===== src/rtl/hir_memref_server_if.sv =====
// Host, kernel and dump signals for one hir_memref_server.
// master = host/kernel side, slave = the server.
interface hir_memref_server_if #(
    parameter int WIDTH  = 32,
    parameter int ADDR_W = 6
);
    logic              cfg_load;
    logic              cfg_run;
    logic              cfg_dump;
    logic              busy;
    logic              load_valid;
    logic              load_ready;
    logic [WIDTH-1:0]  load_data;
    logic              t;
    logic              kernel_done;
    logic              p0_addr_en;
    logic [ADDR_W-1:0] p0_addr_data;
    logic              p0_rd_en;
    logic [WIDTH-1:0]  p0_rd_data;
    logic              p1_addr_en;
    logic [ADDR_W-1:0] p1_addr_data;
    logic              p1_wr_en;
    logic [WIDTH-1:0]  p1_wr_data;
    logic              dump_valid;
    logic              dump_ready;
    logic [WIDTH-1:0]  dump_data;
    logic              dump_last;
    logic              addr_err;

    modport master (
        output cfg_load, cfg_run, cfg_dump, load_valid, load_data, kernel_done,
               p0_addr_en, p0_addr_data, p0_rd_en,
               p1_addr_en, p1_addr_data, p1_wr_en, p1_wr_data, dump_ready,
        input  busy, load_ready, t, p0_rd_data, dump_valid, dump_data, dump_last, addr_err
    );

    modport slave (
        input  cfg_load, cfg_run, cfg_dump, load_valid, load_data, kernel_done,
               p0_addr_en, p0_addr_data, p0_rd_en,
               p1_addr_en, p1_addr_data, p1_wr_en, p1_wr_data, dump_ready,
        output busy, load_ready, t, p0_rd_data, dump_valid, dump_data, dump_last, addr_err
    );
endinterface


===== src/rtl/hir_memref_server.sv =====
// Memref responder: one DEPTH x WIDTH RAM, host preload/dump streams, kernel p0 read / p1 write.
// Latency: p0 read data 1 cycle after rd_en; dump first word 2 cycles after cfg_dump, stalls on !dump_ready.
module hir_memref_server #(
    parameter int WIDTH  = 32,
    parameter int DEPTH  = 64,
    parameter int ADDR_W = $clog2(DEPTH)
) (
    input  logic               clk,
    input  logic               rst,
    hir_memref_server_if.slave bus
);
    typedef enum logic [1:0] {IDLE, LOAD, RUN, DUMP} state_t;

    localparam logic [ADDR_W:0] DEPTH_C = (ADDR_W+1)'(DEPTH);
    localparam logic [ADDR_W:0] LAST_C  = DEPTH_C - 1'b1;

    state_t            state, state_nxt;
    logic [ADDR_W:0]   cnt;
    logic [WIDTH-1:0]  mem [DEPTH];

    logic              p0_ok, p1_ok;
    logic              dump_issue;
    logic              mem_we;
    logic [ADDR_W-1:0] mem_waddr;
    logic [WIDTH-1:0]  mem_wdata;
    logic              unused_addr_en;

    assign unused_addr_en = bus.p0_addr_en ^ bus.p1_addr_en;

    // Addresses widened by one bit so DEPTH itself is representable in the compare.
    assign p0_ok = {1'b0, bus.p0_addr_data} < DEPTH_C;
    assign p1_ok = {1'b0, bus.p1_addr_data} < DEPTH_C;

    assign bus.busy       = (state != IDLE);
    assign bus.load_ready = (state == LOAD);

    // Issue the next dump read whenever the output register is empty or draining this cycle.
    assign dump_issue = (state == DUMP) && (cnt < DEPTH_C) && (!bus.dump_valid || bus.dump_ready);

    always_ff @(posedge clk) begin
        if (rst) state <= IDLE;
        else     state <= state_nxt;
    end

    always_comb begin
        state_nxt = state;
        case (state)
            IDLE: begin
                if (bus.cfg_load)     state_nxt = LOAD;
                else if (bus.cfg_run) state_nxt = RUN;
                else if (bus.cfg_dump) state_nxt = DUMP;
            end
            LOAD: if (bus.load_valid && cnt == LAST_C) state_nxt = IDLE;
            RUN:  if (bus.kernel_done) state_nxt = IDLE;
            DUMP: if (bus.dump_valid && bus.dump_ready && cnt == DEPTH_C) state_nxt = IDLE;
            default: state_nxt = IDLE;
        endcase
    end

    // LOAD and RUN never overlap, so one write port serves both.
    always_comb begin
        mem_we    = 1'b0;
        mem_waddr = '0;
        mem_wdata = '0;
        if (state == LOAD && bus.load_valid) begin
            mem_we    = 1'b1;
            mem_waddr = cnt[ADDR_W-1:0];
            mem_wdata = bus.load_data;
        end else if (state == RUN && bus.p1_wr_en && p1_ok) begin
            mem_we    = 1'b1;
            mem_waddr = bus.p1_addr_data;
            mem_wdata = bus.p1_wr_data;
        end
    end

    always_ff @(posedge clk) begin
        if (mem_we) mem[mem_waddr] <= mem_wdata;
    end

    always_ff @(posedge clk) begin
        if (rst) begin
            cnt            <= '0;
            bus.t          <= 1'b0;
            bus.p0_rd_data <= '0;
            bus.addr_err   <= 1'b0;
            bus.dump_valid <= 1'b0;
            bus.dump_last  <= 1'b0;
            bus.dump_data  <= '0;
        end else begin
            bus.t <= (state == IDLE) && !bus.cfg_load && bus.cfg_run;

            case (state)
                LOAD:    if (bus.load_valid) cnt <= cnt + 1'b1;
                DUMP:    if (dump_issue)     cnt <= cnt + 1'b1;
                default: cnt <= '0;
            endcase

            // Reads sample mem before this edge's write lands, giving read-first behaviour.
            if (state == RUN && bus.p0_rd_en)
                bus.p0_rd_data <= p0_ok ? mem[bus.p0_addr_data] : '0;

            if (state == IDLE && bus.cfg_load)
                bus.addr_err <= 1'b0;
            else if (state == RUN && ((bus.p0_rd_en && !p0_ok) || (bus.p1_wr_en && !p1_ok)))
                bus.addr_err <= 1'b1;

            if (state != DUMP) begin
                bus.dump_valid <= 1'b0;
                bus.dump_last  <= 1'b0;
            end else if (dump_issue) begin
                bus.dump_data  <= mem[cnt[ADDR_W-1:0]];
                bus.dump_valid <= 1'b1;
                bus.dump_last  <= (cnt == LAST_C);
            end else if (bus.dump_ready) begin
                bus.dump_valid <= 1'b0;
                bus.dump_last  <= 1'b0;
            end
        end
    end
endmodule


===== src/flat_wrapper.sv =====
// flat-port wrapper written by rule: the top's interface ports become plain ports
module hir_memref_server_flat 
#(
    parameter int WIDTH  = 32,
    parameter int DEPTH  = 64,
    parameter int ADDR_W = $clog2(DEPTH)
)
  (clk, rst, bus_cfg_load, bus_cfg_run, bus_cfg_dump, bus_load_valid, bus_load_data, bus_kernel_done, bus_p0_addr_en, bus_p0_addr_data, bus_p0_rd_en, bus_p1_addr_en, bus_p1_addr_data, bus_p1_wr_en, bus_p1_wr_data, bus_dump_ready, bus_busy, bus_load_ready, bus_t, bus_p0_rd_data, bus_dump_valid, bus_dump_data, bus_dump_last, bus_addr_err);
  hir_memref_server_if #(.WIDTH(WIDTH), .ADDR_W(ADDR_W)) bus_i ();
  input  logic clk;
  input  logic rst;
  input wire logic [$bits(bus_i.cfg_load)-1:0] bus_cfg_load;
  input wire logic [$bits(bus_i.cfg_run)-1:0] bus_cfg_run;
  input wire logic [$bits(bus_i.cfg_dump)-1:0] bus_cfg_dump;
  input wire logic [$bits(bus_i.load_valid)-1:0] bus_load_valid;
  input wire logic [$bits(bus_i.load_data)-1:0] bus_load_data;
  input wire logic [$bits(bus_i.kernel_done)-1:0] bus_kernel_done;
  input wire logic [$bits(bus_i.p0_addr_en)-1:0] bus_p0_addr_en;
  input wire logic [$bits(bus_i.p0_addr_data)-1:0] bus_p0_addr_data;
  input wire logic [$bits(bus_i.p0_rd_en)-1:0] bus_p0_rd_en;
  input wire logic [$bits(bus_i.p1_addr_en)-1:0] bus_p1_addr_en;
  input wire logic [$bits(bus_i.p1_addr_data)-1:0] bus_p1_addr_data;
  input wire logic [$bits(bus_i.p1_wr_en)-1:0] bus_p1_wr_en;
  input wire logic [$bits(bus_i.p1_wr_data)-1:0] bus_p1_wr_data;
  input wire logic [$bits(bus_i.dump_ready)-1:0] bus_dump_ready;
  output wire logic [$bits(bus_i.busy)-1:0] bus_busy;
  output wire logic [$bits(bus_i.load_ready)-1:0] bus_load_ready;
  output wire logic [$bits(bus_i.t)-1:0] bus_t;
  output wire logic [$bits(bus_i.p0_rd_data)-1:0] bus_p0_rd_data;
  output wire logic [$bits(bus_i.dump_valid)-1:0] bus_dump_valid;
  output wire logic [$bits(bus_i.dump_data)-1:0] bus_dump_data;
  output wire logic [$bits(bus_i.dump_last)-1:0] bus_dump_last;
  output wire logic [$bits(bus_i.addr_err)-1:0] bus_addr_err;
  assign bus_i.cfg_load = bus_cfg_load;
  assign bus_i.cfg_run = bus_cfg_run;
  assign bus_i.cfg_dump = bus_cfg_dump;
  assign bus_i.load_valid = bus_load_valid;
  assign bus_i.load_data = bus_load_data;
  assign bus_i.kernel_done = bus_kernel_done;
  assign bus_i.p0_addr_en = bus_p0_addr_en;
  assign bus_i.p0_addr_data = bus_p0_addr_data;
  assign bus_i.p0_rd_en = bus_p0_rd_en;
  assign bus_i.p1_addr_en = bus_p1_addr_en;
  assign bus_i.p1_addr_data = bus_p1_addr_data;
  assign bus_i.p1_wr_en = bus_p1_wr_en;
  assign bus_i.p1_wr_data = bus_p1_wr_data;
  assign bus_i.dump_ready = bus_dump_ready;
  assign bus_busy = bus_i.busy;
  assign bus_load_ready = bus_i.load_ready;
  assign bus_t = bus_i.t;
  assign bus_p0_rd_data = bus_i.p0_rd_data;
  assign bus_dump_valid = bus_i.dump_valid;
  assign bus_dump_data = bus_i.dump_data;
  assign bus_dump_last = bus_i.dump_last;
  assign bus_addr_err = bus_i.addr_err;
  hir_memref_server #(.WIDTH(WIDTH), .DEPTH(DEPTH), .ADDR_W(ADDR_W)) u_core (.clk(clk), .rst(rst), .bus(bus_i));
endmodule

===== config.mk =====
export PLATFORM = sky130hd
export DESIGN_NAME = hir_memref_server_flat
export DESIGN_NICKNAME = d
export VERILOG_FILES = /design/src/rtl/hir_memref_server_if.sv /design/src/rtl/hir_memref_server.sv /design/src/flat_wrapper.sv
export SDC_FILE = /design/constraint.sdc
export NUM_CORES = 2
export LEC_CHECK = 0
export ABC_AREA = 0
export CAP_MARGIN = 20
export CORE_ASPECT_RATIO = 1.4
export CORE_UTILIZATION = 55
export CTS_BUF_LIST = sky130_fd_sc_hd__clkbuf_8 sky130_fd_sc_hd__clkbuf_16
export CTS_CLUSTER_DIAMETER = 50
export DETAILED_ROUTE_END_ITERATION = 10
export MAX_ROUTING_LAYER = met4
export PLACE_DENSITY = 0.71
export SYNTH_ARGS = -nofsm -noshare
export SYNTH_HDL_FRONTEND = slang
export SYNTH_SLANG_ARGS = --single-unit

===== constraint.sdc =====
create_clock -name clk -period 4.7 [get_ports clk]
set_input_delay 0.47 -clock clk [delete_from_list [all_inputs] [get_ports clk]]
set_output_delay 0.47 -clock clk [all_outputs]
set_load 0.03 [all_outputs]

Word level (Yosys, flattened, before mapping):

Memory sizes are Yosys's and may differ from the RTL's. A register that Yosys moved wholly into a read port is not among the register bits.
Cells that the tools add are included.

* register bits after elaboration: 12
* memory bits (writable): 2048
* input bits: 88
* output and inout bits: 70
* logic and storage cells: 62
* memories: 1

Memories
* u_core.mem: depth 64, bits a word 32, read ports 2, clocked after Yosys merged registers in 2, write ports 1, line hir_memref_server.sv:19 `logic [WIDTH-1:0] mem [DEPTH];`

* add/sub/neg operators: 1
* $lt $le $gt $ge: 1
* equal/unequal tests: 12
* multiplexer cells: 21
* bitwise operators: 1
* reduce and logical (&&, ||, !) cells: 20

Operators by type and width (count)
* two-way mux 32 bit: 2
* two-way mux 7 bit: 2
* one-hot mux 7 bit (2 select lines): 1
* two-way mux 2 bit: 6
* two-way mux 6 bit: 2
* logical AND 1 bit: 10
* != test 2 bit, second input constant: 4
* one-hot mux 2 bit (4 select lines): 1
* adder 7 x 1 -> 7 bit, second input constant: 1
* == test 7 x 6 -> 1 bit, second input constant: 1
* == test 7 bit, second input constant: 1
* < comparator 7 bit, second input constant: 1
* two-way mux 1 bit: 7
* == test 2 bit, second input constant: 2
* != test 2 x 1 -> 1 bit, second input constant: 2
* != test 4 bit, second input constant: 1
* AND reduction 2 bit: 2
* AND reduction 4 bit: 1
* nonzero test 2 bit: 2
* == test 2 x 1 -> 1 bit, second input constant: 1
* logical NOT 1 bit: 2
* logical NOT 2 bit: 1
* OR reduction 2 bit: 1
* logical OR 1 bit: 1
* inverter 1 bit: 1

Logic depth before layout (Yosys ltp):

* word-level depth: 6
* mapped depth: 12
* gate-level depth less buffers: 7

Worst setup path before layout:

Ideal clock, no wire load.

* kind: input-to-reg
* start point: input bus_load_valid
* end point: memory u_core.mem[56][0], enable pin
* setup time: 421 ps
* data arrival time: 3280 ps
* data required time: 4279 ps
* path slack: 999 ps
* stages on the path: 6
* buffers on the path: 1
* cells stage by stage: and3b_1 clkbuf_1 and2_1 or4b_2 o21bai_1 nor2_1

* cells in the longest elaborated chain, start to end: 4
* elaborated cells on any way between the ends: 5
* classes of those cells: mux: 4; reduce/logical: 1

Ends and longest elaborated chain
* from (decl): line flat_wrapper.sv:15 `input wire logic [$bits(bus_i.load_valid)-1:0] bus_load_valid;`
* logical AND 1 bit *: line hir_memref_server.sv:65 `if (state == LOAD && bus.load_valid) begin`
* two-way mux 1 bit: line hir_memref_server.sv:65
* two-way mux 1 bit: line hir_memref_server.sv:77 `if (mem_we) mem[mem_waddr] <= mem_wdata;`
* two-way mux 1 bit (implied by the code): line hir_memref_server.sv:77
* to (decl): line hir_memref_server.sv:19

Mark *: on every way between the ends. The rest lies on a longest branch, timed or not.

Worst setup path in the final report:

* start point: register u_core.state[1]
* end point: memory u_core.mem[28][19], enable pin

* cells in the longest elaborated chain, start to end: 6
* elaborated cells on any way between the ends: 10
* classes of those cells: eq/ne: 2; mux: 6; reduce/logical: 2

Ends and longest elaborated chain
* from (decl): line hir_memref_server.sv:17 `state_t state, state_nxt;`
* from (signal assigned): line hir_memref_server.sv:42 `else state <= state_nxt;`
* == test 2 bit: line hir_memref_server.sv:69 `end else if (state == RUN && bus.p1_wr_en && p1_ok) begin`
* logical AND 1 bit: line hir_memref_server.sv:69
* two-way mux 1 bit: line hir_memref_server.sv:69
* two-way mux 1 bit: line hir_memref_server.sv:65
* two-way mux 1 bit: line hir_memref_server.sv:77
* two-way mux 1 bit (implied by the code): line hir_memref_server.sv:77

Several ways; a longest one is shown, not always the timed one.

==> run_results.csv <==
group,metric,value,unit
drt,wl_per_cell,41.19,µm
sta,skew,37.96,ps
logic_synthesis,yosysTopAreaCellShare,0.6298,
power,p_sw,9628,µW
sta,final_hold_viol_count,0,
flow_run,drv_cap,0,
min_path,min_path_type,"input port to flop",
logic_synthesis,synth-edff-count,2048,
logic_synthesis,syn-cell-area,97650,µm²
power,p_per_area,373.2,nW/µm²
logic_synthesis,syn_avg_cell_area,19.12,µm²
drt,routed_wl,322500,µm
layout,layout_commonest_cell,"edfxtp_1",
logic_synthesis,synthesis.nets,5197,
sta,setup_ws,893.0,ps
cts,cts_buffer_depth,3,
placement,place_hpwl,195400,µm
cts,ctsHoldBuffers,0,
power,p_comb_frac,0.096,
floorplan,die_w,358.1,µm
floorplan,num_io_pins,158,
logic_synthesis,synth.top_cells.by_area,"edfxtp_1 63%, mux4_2 22%, mux2i_1 3.3%",
drt,post-route-drc-count,0,
global_routing,grt.total_usage,0.3740,
sta,slew_headroom,0.2030,
logic_synthesis,synth_cells,5107,
layout,area_growth,13.16,%
critical_path,crit_type,"flop to flop",
sta,worstMarginPinSlew,1193,ps
floorplan,core,176000,µm²
global_routing,grt_pass1_vias,59210,
logic_synthesis,synth_async_sr_flop_share,0,
sta,max_freq,0.2627,GHz
critical_path,cp-startpoint,"u_core.state[1]",
cts,htreeDepth,4,
logic_synthesis,synth_cell_types,74,
drt,drt_iter0_markers,10120,
global_routing,grt_start_max_net_pins,99,
logic_synthesis,synth.ff_latch_count,2124,
sta,rsz0062_at_grt,"false",
logic_synthesis,synth_top_area_cell,"edfxtp_1",
placement,place.gp.congestion,0.9296,
floorplan,initial_core_util,0.5547,
drt,viasPerCell,7.620,
drt,vias,59660,
cts,cts_tree,"built",
logic_synthesis,yosys_warnings,0,
critical_path,cp_data_arrival_time,4280,ps
sta,setup_viol,0,
sta,slew_viol_final,0,
cts,cts_buffers,196,
power,p_total,41240,µW
floorplan,die_h,500.6,µm
layout,fillers,12020,
critical_path,cp-end-kind,"flop",
drt,dr.pass1.iters,6,
sta,fin_crit,3807,ps
power,p_sw_frac,0.2335,
cts,clock_latency,870,ps
floorplan,row_count,182,
cts,cts-resized-gates,0,
floorplan,dieArea,179300,µm²
placement,portBuffers,154,
global_routing,grt_overflow_total,0,
critical_path,worst-path-max-fanout,32,
layout,layout_common_cells,"2048 x edfxtp_1, 937 x mux4_2, 323 x mux2i_1",
power,p_int,31610,µW
placement,place_ws,691.7,ps
critical_path,cp-start-kind,"flop",
logic_synthesis,synth_ff_type,"edfxtp_1",
outcome,status,"complete, no violations",
sta,fin_crit_sh,0.8100,
power,power_leakage,0.03543,µW
cts,cts-root-buf,"clkbuf_16",
logic_synthesis,ys_seq_area_frac,0.6454,
power,power_frac_clock,0.389,
cts,clk_pin_slew,70,ps
min_path,min_from,"bus_p0_addr_data[2]",
layout,nNetsFinal,5440,
sta,final.setup.tns,0,ps
cts,cts_sinks,2124,
power,ir_drop,0.3323,mV
global_routing,grt_pass1_wl,446300,µm
cts,post_cts_buffers,0,
power,pwr-share-seq,0.515,
drt,ant_nets,0,
critical_path,regToRegStartpoint,"u_core.state[1]",
global_routing,antenna_found_initial,14,
critical_path,cp.required,5180,ps
layout,layout-drive-gt1-share,0.3111,
==> Yosys cell counts, drive strengths merged (3+ instances only) <==
cell type and instances:
a2111oi 4, a211o 8, a211oi 23, a21oi 104
a221o 12, a221oi 15, a22o 94, a22oi 109
a311oi 21, a31o 5, a31oi 35, a32o 7
a32oi 8, a41oi 3, and2 30, and3 19
buf 225, clkbuf 184, clkinv 3, dfxtp 76
edfxtp 2048, inv 9, mux2 42, mux2i 323
mux4 937, nand2 148, nand2b 13, nand3 76
nand3b 9, nand4 3, nor2 161, nor2b 15
nor3 22, nor3b 4, nor4 6, o2111ai 5
o211ai 22, o21a 6, o21ai 63, o21bai 5
o221ai 46, o22ai 117, or2 7, or3 6
xnor2 3
==> logic make-up (layout without fill, tap and decap cells) <==
family | after synthesis | after routing | synth area share
flip-flops | 2124 | 2124 | 0.6454
multiplexers | 1302 | 1302 | 0.2541
AO/OA/AOI/OAI | 724 | 724 | 0.05341
AND/OR/NAND/NOR | 530 | 530 | 0.02528
buffers and inverters | 421 | 834 | 0.02130
XOR/XNOR | 3 | 3 | 0.0002691
adder cells (fa/ha/maj) | 2 | 2 | 0.0002562
other | 1 | 11 | 0.00003840
==> metrics by stage <==
step | hold slack (ps) | instances | utilization | area (µm²)
after global placement | 484.8 | 7431 | 0.5889 | 103700
after detailed placement | 490.7 | 7435 | 0.5893 | 103700
after floorplan | 465.2 | 5107 | - | 97650
final | 296.2 | 7830 | 0.6277 | 110500
after global routing | 317.5 | 7829 | 0.6277 | 110500
after CTS | 239.2 | 7803 | 0.6258 | 110100
==> registers in the layout, summed over array words and instances, names as in the netlist <==
name / cells
u_core.bus.dump_last: 1
u_core.bus.dump_valid: 1
u_core.mem: 2048
u_core.cnt: 7
u_core.bus.dump_data: 32
u_core.bus.t: 1
u_core.state: 2
u_core.bus.p0_rd_data: 32
==> worst max-delay path, stage by stage (launching register included) <==
cell and delay [ps]:
dfxtp_1 840, buf_4 290, nand2_1 160, o22ai_1 500
nand3b_1 690, nor2_4 250, buf_4 630
==> cell type report <==
| class | count | area [µm²] | share of cell area |
|---|---|---|---|
| Sequential cell | 2124 | 63040 | 0.5705 |
| Multi-Input combinational cell | 2562 | 33210 | 0.3005 |
| Clock buffer | 219 | 5278 | 0.04776 |
| Timing Repair Buffer | 454 | 4882 | 0.04418 |
| Tap cell | 2300 | 2878 | 0.02604 |
| Clock inverter | 149 | 1139 | 0.01030 |
| Inverter | 12 | 53.80 | 0.0004869 |
| Antenna cell | 10 | 25.02 | 0.0002265 |
==> path summary, 6_finish.rpt <==
path	endpoint	slack (ps)	cells past startpoint
setup / recovery	u_core.mem[28][19]	890	6
hold / removal	u_core.bus.p0_rd_data[30]	300	4
setup reg to reg	u_core.mem[28][19]	890	6
hold reg to reg	u_core.bus.dump_data[16]	500	2
==> routing by layer <==
layer	part of all wire	track usage	vias up
li1	-	-	22560
met1	0.34	0.4744	31170
met2	0.47	0.5652	4965
met3	0.14	0.09987	974
met4	0.055	0.1742	0
met5	0	-	-
==> power by group through the flow <==
stage | logic [µW] | registers, µW | clock network, µW
3_3_place_gp | 3770 | 21700 | 0
6_report | 3950 | 21200 | 16000
5_1_grt | 4110 | 21200 | 16700
2_1_floorplan | 2480 | 21700 | 0
3_5_place_dp | 3840 | 21700 | 0
4_1_cts | 3850 | 21300 | 16100
Power figures use the tool's default switching activity.
